===== src/rtl/uart_transceiver_if.sv =====
// Host-side bundle for the UART core: TX valid/ready stream in, RX valid/ready stream out.
// Ports: tx_data/tx_valid/tx_ready (host -> core), rx_data/rx_valid/rx_ready plus
//   rx_parity_err/rx_frame_err/rx_overrun (core -> host).
// master = host / consumer side, slave = UART core side.
interface uart_transceiver_if #(
  parameter int DATA_BITS = 8
);
  logic [DATA_BITS-1:0] tx_data;
  logic                 tx_valid;
  logic                 tx_ready;
  logic [DATA_BITS-1:0] rx_data;
  logic                 rx_valid;
  logic                 rx_ready;
  logic                 rx_parity_err;
  logic                 rx_frame_err;
  logic                 rx_overrun;

  modport master (
    output tx_data, tx_valid, rx_ready,
    input  tx_ready, rx_data, rx_valid, rx_parity_err, rx_frame_err, rx_overrun
  );

  modport slave (
    input  tx_data, tx_valid, rx_ready,
    output tx_ready, rx_data, rx_valid, rx_parity_err, rx_frame_err, rx_overrun
  );
endinterface


===== src/rtl/uart_transceiver.sv =====
// Full-duplex UART core: valid/ready TX framer and majority-voted RX deframer with error flags.
// Latency: tx_serial starts the cycle after accept; rx_valid rises the cycle after the stop-bit vote.
// Backpressure: tx_ready low for the whole frame; RX frames arriving while rx_valid is unread are dropped (rx_overrun).
// Ports: clk, rst (async, active-low), parity_type (0/3 none, 1 odd, 2 even), two_stop,
//   tx_serial (line out, idle high), rx_serial (async line in), bus (uart_transceiver_if.slave).
module uart_transceiver #(
  parameter int DATA_BITS       = 8,
  parameter int CLOCKS_PER_BIT  = 434,
  parameter int CLOCK_CTR_WIDTH = 32
) (
  input  logic              clk,
  input  logic              rst,
  input  logic [1:0]        parity_type,
  input  logic              two_stop,
  output logic              tx_serial,
  input  logic              rx_serial,
  uart_transceiver_if.slave bus
);

  localparam int BIT_CTR_WIDTH = $clog2(DATA_BITS + 1);
  localparam logic [CLOCK_CTR_WIDTH-1:0] LAST_CNT  = CLOCK_CTR_WIDTH'(CLOCKS_PER_BIT - 1);
  localparam logic [CLOCK_CTR_WIDTH-1:0] READY_CNT = CLOCK_CTR_WIDTH'(CLOCKS_PER_BIT - 2);
  localparam logic [CLOCK_CTR_WIDTH-1:0] SMP0      = CLOCK_CTR_WIDTH'(CLOCKS_PER_BIT / 2 - 1);
  localparam logic [CLOCK_CTR_WIDTH-1:0] SMP1      = CLOCK_CTR_WIDTH'(CLOCKS_PER_BIT / 2);
  localparam logic [CLOCK_CTR_WIDTH-1:0] SMP2      = CLOCK_CTR_WIDTH'(CLOCKS_PER_BIT / 2 + 1);
  localparam logic [BIT_CTR_WIDTH-1:0]   LAST_BIT  = BIT_CTR_WIDTH'(DATA_BITS - 1);

  // ---------------------------------------------------------------- TX
  typedef enum logic [2:0] {
    TX_IDLE, TX_START, TX_DATA, TX_PARITY, TX_STOP1, TX_STOP2
  } tx_state_t;

  tx_state_t                  tx_state;
  logic [CLOCK_CTR_WIDTH-1:0] tx_cnt;
  logic [BIT_CTR_WIDTH-1:0]   tx_bit;
  logic [DATA_BITS-1:0]       tx_shift;
  logic                       tx_par_en;
  logic                       tx_par_bit;
  logic                       tx_two;
  logic                       tx_serial_q;
  logic                       tx_ready_q;

  logic tx_accept;
  logic tx_bit_end;
  logic tx_last_stop;

  assign tx_accept    = bus.tx_valid && tx_ready_q;
  assign tx_bit_end   = (tx_cnt == LAST_CNT);
  assign tx_last_stop = (tx_state == TX_STOP2) || ((tx_state == TX_STOP1) && !tx_two);

  assign tx_serial    = tx_serial_q;
  assign bus.tx_ready = tx_ready_q;

  // tx_ready_q is only high in IDLE and on the last cycle of the final stop bit,
  // so an accept here either starts from idle or chains a frame with no gap.
  always_ff @(posedge clk or negedge rst) begin
    if (!rst) begin
      tx_state    <= TX_IDLE;
      tx_cnt      <= '0;
      tx_bit      <= '0;
      tx_shift    <= '0;
      tx_par_en   <= 1'b0;
      tx_par_bit  <= 1'b0;
      tx_two      <= 1'b0;
      tx_serial_q <= 1'b1;
      tx_ready_q  <= 1'b1;
    end else if (tx_accept) begin
      tx_state    <= TX_START;
      tx_cnt      <= '0;
      tx_bit      <= '0;
      tx_shift    <= bus.tx_data;
      tx_par_en   <= (parity_type == 2'd1) || (parity_type == 2'd2);
      tx_par_bit  <= (parity_type == 2'd1) ? ~^bus.tx_data : ^bus.tx_data;
      tx_two      <= two_stop;
      tx_serial_q <= 1'b0;
      tx_ready_q  <= 1'b0;
    end else if (tx_state != TX_IDLE) begin
      tx_cnt <= tx_bit_end ? '0 : tx_cnt + 1'b1;
      // Registered ready: raise one cycle early so it is high on the last stop cycle.
      if (tx_last_stop && (tx_cnt == READY_CNT)) begin
        tx_ready_q <= 1'b1;
      end
      if (tx_bit_end) begin
        case (tx_state)
          TX_START: begin
            tx_state    <= TX_DATA;
            tx_serial_q <= tx_shift[0];
            tx_shift    <= {1'b0, tx_shift[DATA_BITS-1:1]};
            tx_bit      <= '0;
          end
          TX_DATA: begin
            if (tx_bit == LAST_BIT) begin
              if (tx_par_en) begin
                tx_state    <= TX_PARITY;
                tx_serial_q <= tx_par_bit;
              end else begin
                tx_state    <= TX_STOP1;
                tx_serial_q <= 1'b1;
              end
            end else begin
              tx_serial_q <= tx_shift[0];
              tx_shift    <= {1'b0, tx_shift[DATA_BITS-1:1]};
              tx_bit      <= tx_bit + 1'b1;
            end
          end
          TX_PARITY: begin
            tx_state    <= TX_STOP1;
            tx_serial_q <= 1'b1;
          end
          TX_STOP1: begin
            tx_state <= tx_two ? TX_STOP2 : TX_IDLE;
          end
          default: begin
            tx_state <= TX_IDLE;
          end
        endcase
      end
    end
  end

  // ---------------------------------------------------------------- RX
  typedef enum logic [2:0] {
    RX_IDLE, RX_START, RX_DATA, RX_PARITY, RX_STOP
  } rx_state_t;

  rx_state_t                  rx_state;
  logic                       rx_s1;
  logic                       rx_s2;
  logic                       rx_prev;
  logic [CLOCK_CTR_WIDTH-1:0] rx_cnt;
  logic [BIT_CTR_WIDTH-1:0]   rx_bit;
  logic [DATA_BITS-1:0]       rx_shift;
  logic [1:0]                 rx_ptype;
  logic                       rx_par_bit;
  logic                       rx_smp0;
  logic                       rx_smp1;
  logic [DATA_BITS-1:0]       rx_data_q;
  logic                       rx_valid_q;
  logic                       rx_perr_q;
  logic                       rx_ferr_q;
  logic                       rx_ovr_q;

  logic rx_vote;
  logic rx_bit_end;
  logic rx_par_en;
  logic rx_ones_odd;
  logic rx_perr_calc;
  logic rx_stop_vote;
  logic rx_read;

  // Third sample is the live synchronised bit; the first two were captured earlier.
  assign rx_vote      = (rx_smp0 & rx_smp1) | (rx_smp0 & rx_s2) | (rx_smp1 & rx_s2);
  assign rx_bit_end   = (rx_cnt == LAST_CNT);
  assign rx_par_en    = (rx_ptype == 2'd1) || (rx_ptype == 2'd2);
  assign rx_ones_odd  = ^{rx_shift, rx_par_bit};
  assign rx_perr_calc = ((rx_ptype == 2'd1) && !rx_ones_odd) ||
                        ((rx_ptype == 2'd2) &&  rx_ones_odd);
  assign rx_stop_vote = (rx_state == RX_STOP) && (rx_cnt == SMP2);
  assign rx_read      = rx_valid_q && bus.rx_ready;

  assign bus.rx_data       = rx_data_q;
  assign bus.rx_valid      = rx_valid_q;
  assign bus.rx_parity_err = rx_perr_q;
  assign bus.rx_frame_err  = rx_ferr_q;
  assign bus.rx_overrun    = rx_ovr_q;

  always_ff @(posedge clk or negedge rst) begin
    if (!rst) begin
      rx_state   <= RX_IDLE;
      rx_s1      <= 1'b1;
      rx_s2      <= 1'b1;
      rx_prev    <= 1'b1;
      rx_cnt     <= '0;
      rx_bit     <= '0;
      rx_shift   <= '0;
      rx_ptype   <= 2'd0;
      rx_par_bit <= 1'b0;
      rx_smp0    <= 1'b0;
      rx_smp1    <= 1'b0;
      rx_data_q  <= '0;
      rx_valid_q <= 1'b0;
      rx_perr_q  <= 1'b0;
      rx_ferr_q  <= 1'b0;
      rx_ovr_q   <= 1'b0;
    end else begin
      rx_s1   <= rx_serial;
      rx_s2   <= rx_s1;
      rx_prev <= rx_s2;

      case (rx_state)
        RX_IDLE: begin
          // The first synchronised low cycle counts as count 0 of the start bit.
          if (rx_prev && !rx_s2) begin
            rx_state <= RX_START;
            rx_cnt   <= CLOCK_CTR_WIDTH'(1);
            rx_ptype <= parity_type;
          end
        end
        default: begin
          rx_cnt <= rx_bit_end ? '0 : rx_cnt + 1'b1;
          if (rx_cnt == SMP0) rx_smp0 <= rx_s2;
          if (rx_cnt == SMP1) rx_smp1 <= rx_s2;
          if (rx_bit_end) begin
            case (rx_state)
              RX_START: begin
                rx_state <= RX_DATA;
                rx_bit   <= '0;
              end
              RX_DATA: begin
                if (rx_bit == LAST_BIT) begin
                  rx_state <= rx_par_en ? RX_PARITY : RX_STOP;
                end else begin
                  rx_bit <= rx_bit + 1'b1;
                end
              end
              RX_PARITY: rx_state <= RX_STOP;
              default: ;
            endcase
          end
          // Placed after the bit-end transitions: with the shortest bit period the
          // vote lands on the last count, and returning to IDLE must win.
          if (rx_cnt == SMP2) begin
            case (rx_state)
              RX_START: begin
                if (rx_vote) begin
                  rx_state <= RX_IDLE;
                  rx_cnt   <= '0;
                end
              end
              RX_DATA:   rx_shift   <= {rx_vote, rx_shift[DATA_BITS-1:1]};
              RX_PARITY: rx_par_bit <= rx_vote;
              RX_STOP: begin
                rx_state <= RX_IDLE;
                rx_cnt   <= '0;
              end
              default: ;
            endcase
          end
        end
      endcase

      // A frame completing during a read replaces the data and keeps rx_valid high.
      if (rx_stop_vote) begin
        if (!rx_valid_q || bus.rx_ready) begin
          rx_data_q  <= rx_shift;
          rx_perr_q  <= rx_perr_calc;
          rx_ferr_q  <= ~rx_vote;
          rx_valid_q <= 1'b1;
        end else begin
          rx_ovr_q <= 1'b1;
        end
      end else if (rx_read) begin
        rx_valid_q <= 1'b0;
      end
      if (rx_read) begin
        rx_ovr_q <= 1'b0;
      end
    end
  end

endmodule


===== src/flat_wrapper.sv =====
// flat-port wrapper written by rule: the top's interface ports become plain ports
module uart_transceiver_flat 
#(
  parameter int DATA_BITS       = 8,
  parameter int CLOCKS_PER_BIT  = 434,
  parameter int CLOCK_CTR_WIDTH = 32
)
  (clk, rst, parity_type, two_stop, tx_serial, rx_serial, bus_tx_data, bus_tx_valid, bus_rx_ready, bus_tx_ready, bus_rx_data, bus_rx_valid, bus_rx_parity_err, bus_rx_frame_err, bus_rx_overrun);
  uart_transceiver_if #(.DATA_BITS(DATA_BITS)) bus_i ();
  input  logic clk;
  input  logic rst;
  input  logic [1:0] parity_type;
  input  logic two_stop;
  output logic tx_serial;
  input  logic rx_serial;
  input wire logic [$bits(bus_i.tx_data)-1:0] bus_tx_data;
  input wire logic [$bits(bus_i.tx_valid)-1:0] bus_tx_valid;
  input wire logic [$bits(bus_i.rx_ready)-1:0] bus_rx_ready;
  output wire logic [$bits(bus_i.tx_ready)-1:0] bus_tx_ready;
  output wire logic [$bits(bus_i.rx_data)-1:0] bus_rx_data;
  output wire logic [$bits(bus_i.rx_valid)-1:0] bus_rx_valid;
  output wire logic [$bits(bus_i.rx_parity_err)-1:0] bus_rx_parity_err;
  output wire logic [$bits(bus_i.rx_frame_err)-1:0] bus_rx_frame_err;
  output wire logic [$bits(bus_i.rx_overrun)-1:0] bus_rx_overrun;
  assign bus_i.tx_data = bus_tx_data;
  assign bus_i.tx_valid = bus_tx_valid;
  assign bus_i.rx_ready = bus_rx_ready;
  assign bus_tx_ready = bus_i.tx_ready;
  assign bus_rx_data = bus_i.rx_data;
  assign bus_rx_valid = bus_i.rx_valid;
  assign bus_rx_parity_err = bus_i.rx_parity_err;
  assign bus_rx_frame_err = bus_i.rx_frame_err;
  assign bus_rx_overrun = bus_i.rx_overrun;
  uart_transceiver #(.DATA_BITS(DATA_BITS), .CLOCKS_PER_BIT(CLOCKS_PER_BIT), .CLOCK_CTR_WIDTH(CLOCK_CTR_WIDTH)) u_core (.clk(clk), .rst(rst), .parity_type(parity_type), .two_stop(two_stop), .tx_serial(tx_serial), .rx_serial(rx_serial), .bus(bus_i));
endmodule

===== config.mk =====
export PLATFORM = sky130hd
export DESIGN_NAME = uart_transceiver_flat
export DESIGN_NICKNAME = d
export VERILOG_FILES = /design/src/rtl/uart_transceiver_if.sv /design/src/rtl/uart_transceiver.sv /design/src/flat_wrapper.sv
export SDC_FILE = /design/constraint.sdc
export NUM_CORES = 1
export LEC_CHECK = 0
export CORE_ASPECT_RATIO = 0.75
export CORE_MARGIN = 2
export CORE_UTILIZATION = 50
export DETAILED_ROUTE_END_ITERATION = 12
export PLACE_DENSITY = 0.68
export SYNTH_ARGS = -nofsm -noshare
export SYNTH_HDL_FRONTEND = slang
export SYNTH_SLANG_ARGS = --single-unit

===== constraint.sdc =====
create_clock -name clk -period 3.5 [get_ports clk]
set_clock_uncertainty 0.15 [all_clocks]
set_input_delay 0.7 -clock clk [delete_from_list [all_inputs] [get_ports clk]]
set_output_delay 0.7 -clock clk [all_outputs]
set_load 0.01 [all_outputs]

# Word-level counts from Yosys, hierarchy flattened
# Index checks and enable logic that the tools add are counted.
[totals]
regBits = 119
inputBits = 16
[classes]
add_sub_neg = 4
eq_ne = 27
muxes = 53
bitwise = 7
reduce_logical = 42
[ops]
columns = ["op", "count"]
rows = [
  ["$mux W32", 8],
  ["$eq A32 B8 Y1 const B", 3],
  ["$eq A32 B9 Y1 const B", 3],
  ["$add A32 B1 Y32 const B", 2],
  ["$pmux W32 S2", 1],
  ["$mux W3", 13],
  ["$mux W8", 4],
  ["$mux W4", 5],
  ["$pmux W4 S2", 2],
  ["$pmux W8 S2", 1],
  ["$mux W1", 15],
  ["$reduce_and A2 Y1", 7],
  ["$eq A3 B2 Y1 const B", 4],
  ["$pmux W3 S4", 1],
  ["$reduce_and A3 Y1", 4],
  ["$reduce_bool A2 Y1", 5],
  ["$eq A3 B3 Y1 const B", 3],
  ["$pmux W3 S3", 1],
  ["$reduce_xor A9 Y1", 1],
  ["$add A4 B1 Y4 const B", 2],
  ["$eq A4 B3 Y1 const B", 2],
  ["$logic_and A1 B1 Y1", 8],
  ["$reduce_and A4 Y1", 2],
  ["$reduce_xnor A8 Y1", 1],
  ["18 further kinds", 35],
]

# Longest topological paths before layout
[logic_depth]
depth_word = 10
ltp_mapped = 10
mapped_depth_nobuf = 8

# Worst setup path after synthesis
# Ideal clock, no wire load.
[synth_timing]
path_type = "reg-to-reg"
startpoint = "register u_core.rx_cnt[24]"
endpoint = "register u_core.rx_data_q[0] (netlist: u_core.bus.rx_data[0])"
setup_time_ns = 0.125
t_arrival_ns = 2.444
required_time_ns = 3.225
path_slack_ns = 0.781
stages_incl_launch_ff = 8
synth_period_minus_slack_ns = 2.719
path_cell_list = "dfrtp_1 or4_1 or2_4 nor4_4 nand2_1 or3b_1 buf_6 mux2_4"
[synth_via]
elab_chain_len = 3
[synth_lines]
columns = ["element", "line_no", "source"]
rows = [
  ["from (decl)", "uart_transceiver.sv:130", "logic [CLOCK_CTR_WIDTH-1:0] rx_cnt;"],
  ["from (signal assigned)", "uart_transceiver.sv:200", "rx_cnt <= rx_bit_end ? '0 : rx_cnt + 1'b1;"],
  ["$eq A32 B8 Y1", "uart_transceiver.sv:158", "assign rx_stop_vote = (rx_state == RX_STOP) && (rx_cnt == SMP2);"],
  ["$logic_and A1 B1 Y1", "uart_transceiver.sv:158", ""],
  ["$reduce_and A2 Y1 (no line)", "n/a", ""],
  ["to (signal assigned)", "uart_transceiver.sv:245", "rx_data_q <= rx_shift;"],
  ["to (decl)", "uart_transceiver.sv:137", "logic [DATA_BITS-1:0] rx_data_q;"],
]
# No other way between the ends.
# A chain may end at the register's enable or synchronous reset.

# Worst setup path after layout
[layout_timing]
startpoint = "register u_core.rx_cnt[24]"
endpoint = "register u_core.rx_data_q[3] (netlist: u_core.bus.rx_data[3])"
# Same word-level chain as after synthesis.

==> impl.org <==
** Layout
- Final #Nets :: 717
- In the layout the commonest cells are sky130_fd_sc_hd__dfrtp_1, sky130_fd_sc_hd__nand2_1, sky130_fd_sc_hd__nor2_1.
- The library cell used most frequently in the layout, excluding fill and tap cells, is sky130_fd_sc_hd__dfrtp_1.
- Finished layout cell area :: 7420 um2
- Fraction of layout cells with a size suffix above 1 :: 0.120
- Non-filler cells in the finished layout :: 868
- Layout-stage area growth over the synthesis result :: 19.1%
- End-of-flow core utilization :: 0.607
- Antenna cell count :: 0

** Global routing
- All-Layer GR Usage :: 0.218
- Total grt overflow :: 0
- Wire length of the first global-routing pass :: 23.3 mm
- The number of global-route vias before repair was 4,696.
- The initial antenna violation count was 0.
- Largest net degree at the start of global routing :: 56

** Critical path
- The worst register-to-register path has a depth of 6.
- Together, buffers and inverters on the worst path number 0.
- The worst register-to-register path begins at u_core.rx_cnt[24].
- Crit Path Category :: flop to flop
- Critical Path Slowest Stage Cell :: sky130_fd_sc_hd__or3b_1
- Worst EP required :: 3.64 ns
- In this run the critical register-to-register path is captured at u_core.bus.rx_data[3].
- Arrival time at the worst endpoint :: 3.25 ns
- For this run, the slowest stage of the critical path takes 0.65 ns.
- Endpoint class of the critical path :: flop
- Worst path top cell family by delay :: simple AND/OR/NAND/NOR gates
- Setup slack of the worst register-to-register path :: 0.39 ns
- Largest driver fanout on the critical path :: 10
- Startpoint type of the worst setup path :: flop
- Walking the worst path, the cells encountered are or4_1, or2_4, nor4_4, nand2_1, or3b_1, mux2_4.

** Power
- IR analysis of the VDD net gives a maximum drop of 0.403 mV.
- Post-layout total power :: 3.87 mW
- In this run the power density over the cells is 521 nW/um2.
- Leakage power figure :: 3.21 nW

** STA
- At the pin with the least slew margin, the transition time is 0.978 ns.
- Worst slew margin relative to its limit :: 0.347
- Setup slack closes at 0.392 ns.
- The number of failing hold endpoints at the final stage came to 0.
- The final-report max-slew violation count is 0.
- Final period utilization :: 0.888
- Setup Viol. Count Final :: 0
- For this run, the top clock speed supported by timing is 0.322 GHz.
- On the final layout, the worst hold slack is 0.0459 ns.
- Adding up every negative setup slack in the final design gives 0 ns.
- Final critical-path required period :: 3.11 ns
- Unrepaired setup endpoints after global routing :: false

** Yosys
- Synthesized netlist net count :: 674
- Yosys warns :: 0
- Number of enable flip-flop cells after synthesis :: 0
- For this run, the register share of the synthesized area comes to 0.479.
- Dominant register cell in the synthesized netlist :: sky130_fd_sc_hd__dfrtp_1
- After synthesis, the share of flip-flops with an asynchronous set or reset is 1.00.
- Count of distinct cell types in the synthesized netlist :: 55
- Number of instances in the synthesized netlist :: 646
- Number of synthesized register bits :: 119
- Synthesized area per cell :: 9.64 um2
- Summing every instance area after synthesis gives 6230 um2.

** Route
- After detailed routing, the average wire length per cell comes to 15.7 um.
- Using the TritonRoute via totals, the vias-per-cell ratio works out to 5.74.
- After detailed routing, the number of remaining DRC violations is 0.
- DRT iter0 DRCs :: 353
- After detailed routing, the total wire length is 13.7 mm.
- Final antenna-violating net count :: 0
- The first detailed-routing pass ran for 5 iterations.
- Count of vias placed by the detailed router :: 4,979

** Clocking
- The clock tree synthesis step divided the H-tree into 4 levels.
- Clock-pin transition on the worst setup and hold timing paths :: 0.06 ns
- Post_cts resized :: 0
- CTS tree :: yes
- Clock latency on the worst-skew pair, taken at its later pin, is 0.41 ns.
- Buffers inserted during clock tree synthesis total 17.
- Counting along the longest clock path gives a buffer depth of 2.
- Setup Buffers After CTS :: 0
- The tree is rooted in a sky130_fd_sc_hd__clkbuf_16.
- Clock sinks :: 119
- Hold Buf Count CTS :: 0

** Place
- Summed over all nets, the half-perimeter wirelength after detailed placement is 9.65 mm.
- In this run the cell area measured after placement is 6770 um2.
- The number of placed instances, taps included, is 836.
- Final GP Congestion :: 0.903
- Before CTS, the worst setup slack after placement is 0.291 ns.
- Port Buf Inserts :: 29

** Die
- Overall die area :: 13,400 um2
- Vert. Die Dim :: 101 um
- Starting density of the core :: 0.510
- X dimension of the die :: 133 um
- Boundary pin count :: 30
- The core region is 12,200 um2.
- After floorplanning, the core was divided into 35 placement rows.

** Job
- Maximum Capacitance Violations :: 0

** Worst hold path
- HP Class :: input port to async pin

** Status
- Run status :: finished, final reports clean
## metal layers
layer / GRT usage / wire, um / vias to the layer above
met5: 0 / 0 / -
met4: 0.0769 / 178 / 0
li1: - / - / 2397
met3: 0.0533 / 680 / 14
met1: 0.322 / 6920 / 2432
met2: 0.315 / 5880 / 136
## cell type report
class | count | area, um2
inverters | 25 | 93.8
multi-input cells | 483 | 3070
clock buffers | 24 | 512
flip-flops and latches | 119 | 2980
repair buffers | 43 | 405
clock inverters | 8 | 140
well taps | 166 | 208
fillers | 997 | 4800
## how the worst max path moves through the flow
| stage | startpoint | end | depth (start not counted) |
|---|---|---|---|
| 4_1_cts | u_core.rx_cnt[24] | u_core.bus.rx_data[3] | 6 |
| 3_3_place_gp | bus_tx_valid | u_core.tx_cnt[30] | 7 |
| 6_report | u_core.rx_cnt[24] | u_core.bus.rx_data[3] | 6 |
| 2_1_floorplan | u_core.rx_cnt[24] | u_core.bus.rx_data[0] | 7 |
| 3_5_place_dp | bus_tx_valid | u_core.tx_cnt[28] | 7 |
| 5_1_grt | u_core.rx_cnt[24] | u_core.bus.rx_data[5] | 6 |
## Yosys cell counts, drive strengths merged (14+ instances only)
cell type  count  area share
a21oi         19       0.015
dfrtp        114        0.46
inv           25       0.015
mux2          23       0.047
nand2         67       0.040
nand3         32       0.026
nand4         14       0.014
nor2          64       0.039
nor3          20       0.016
nor4          17       0.019
o21ai         46       0.037
xnor2         33       0.046
xor2          17       0.024
## flip-flops by register name (all words and copies together), names as in the netlist, 2 cells and up
signal and cells:
u_core.bus.rx_data 8, u_core.rx_bit 4, u_core.rx_cnt 32, u_core.rx_ptype 2, u_core.rx_shift 8, u_core.rx_state 3
u_core.tx_bit 4, u_core.tx_cnt 32, u_core.tx_shift 8, u_core.tx_state 3
## power breakdown
part,switching [mW],internal (mW),leakage (nW)
sequential,0.120,1.46,1.59
clock,0.601,1.30,0.326
combinational,0.223,0.157,1.30
total,0.944,2.92,3.21
## cells by family (layout without fill, tap and decap cells)
| kind of cell | Yosys count | after routing | share of synthesized area |
|---|---|---|---|
| compound gates | 111 | 111 | 0.109 |
| xor+xnor | 50 | 50 | 0.0703 |
| fa+ha+maj | 13 | 13 | 0.0257 |
| buf+inv | 44 | 100 | 0.0283 |
| flops | 119 | 119 | 0.479 |
| mux | 33 | 33 | 0.0631 |
| simple gates | 276 | 276 | 0.224 |
No activity file was read; power rests on OpenSTA's default activity.
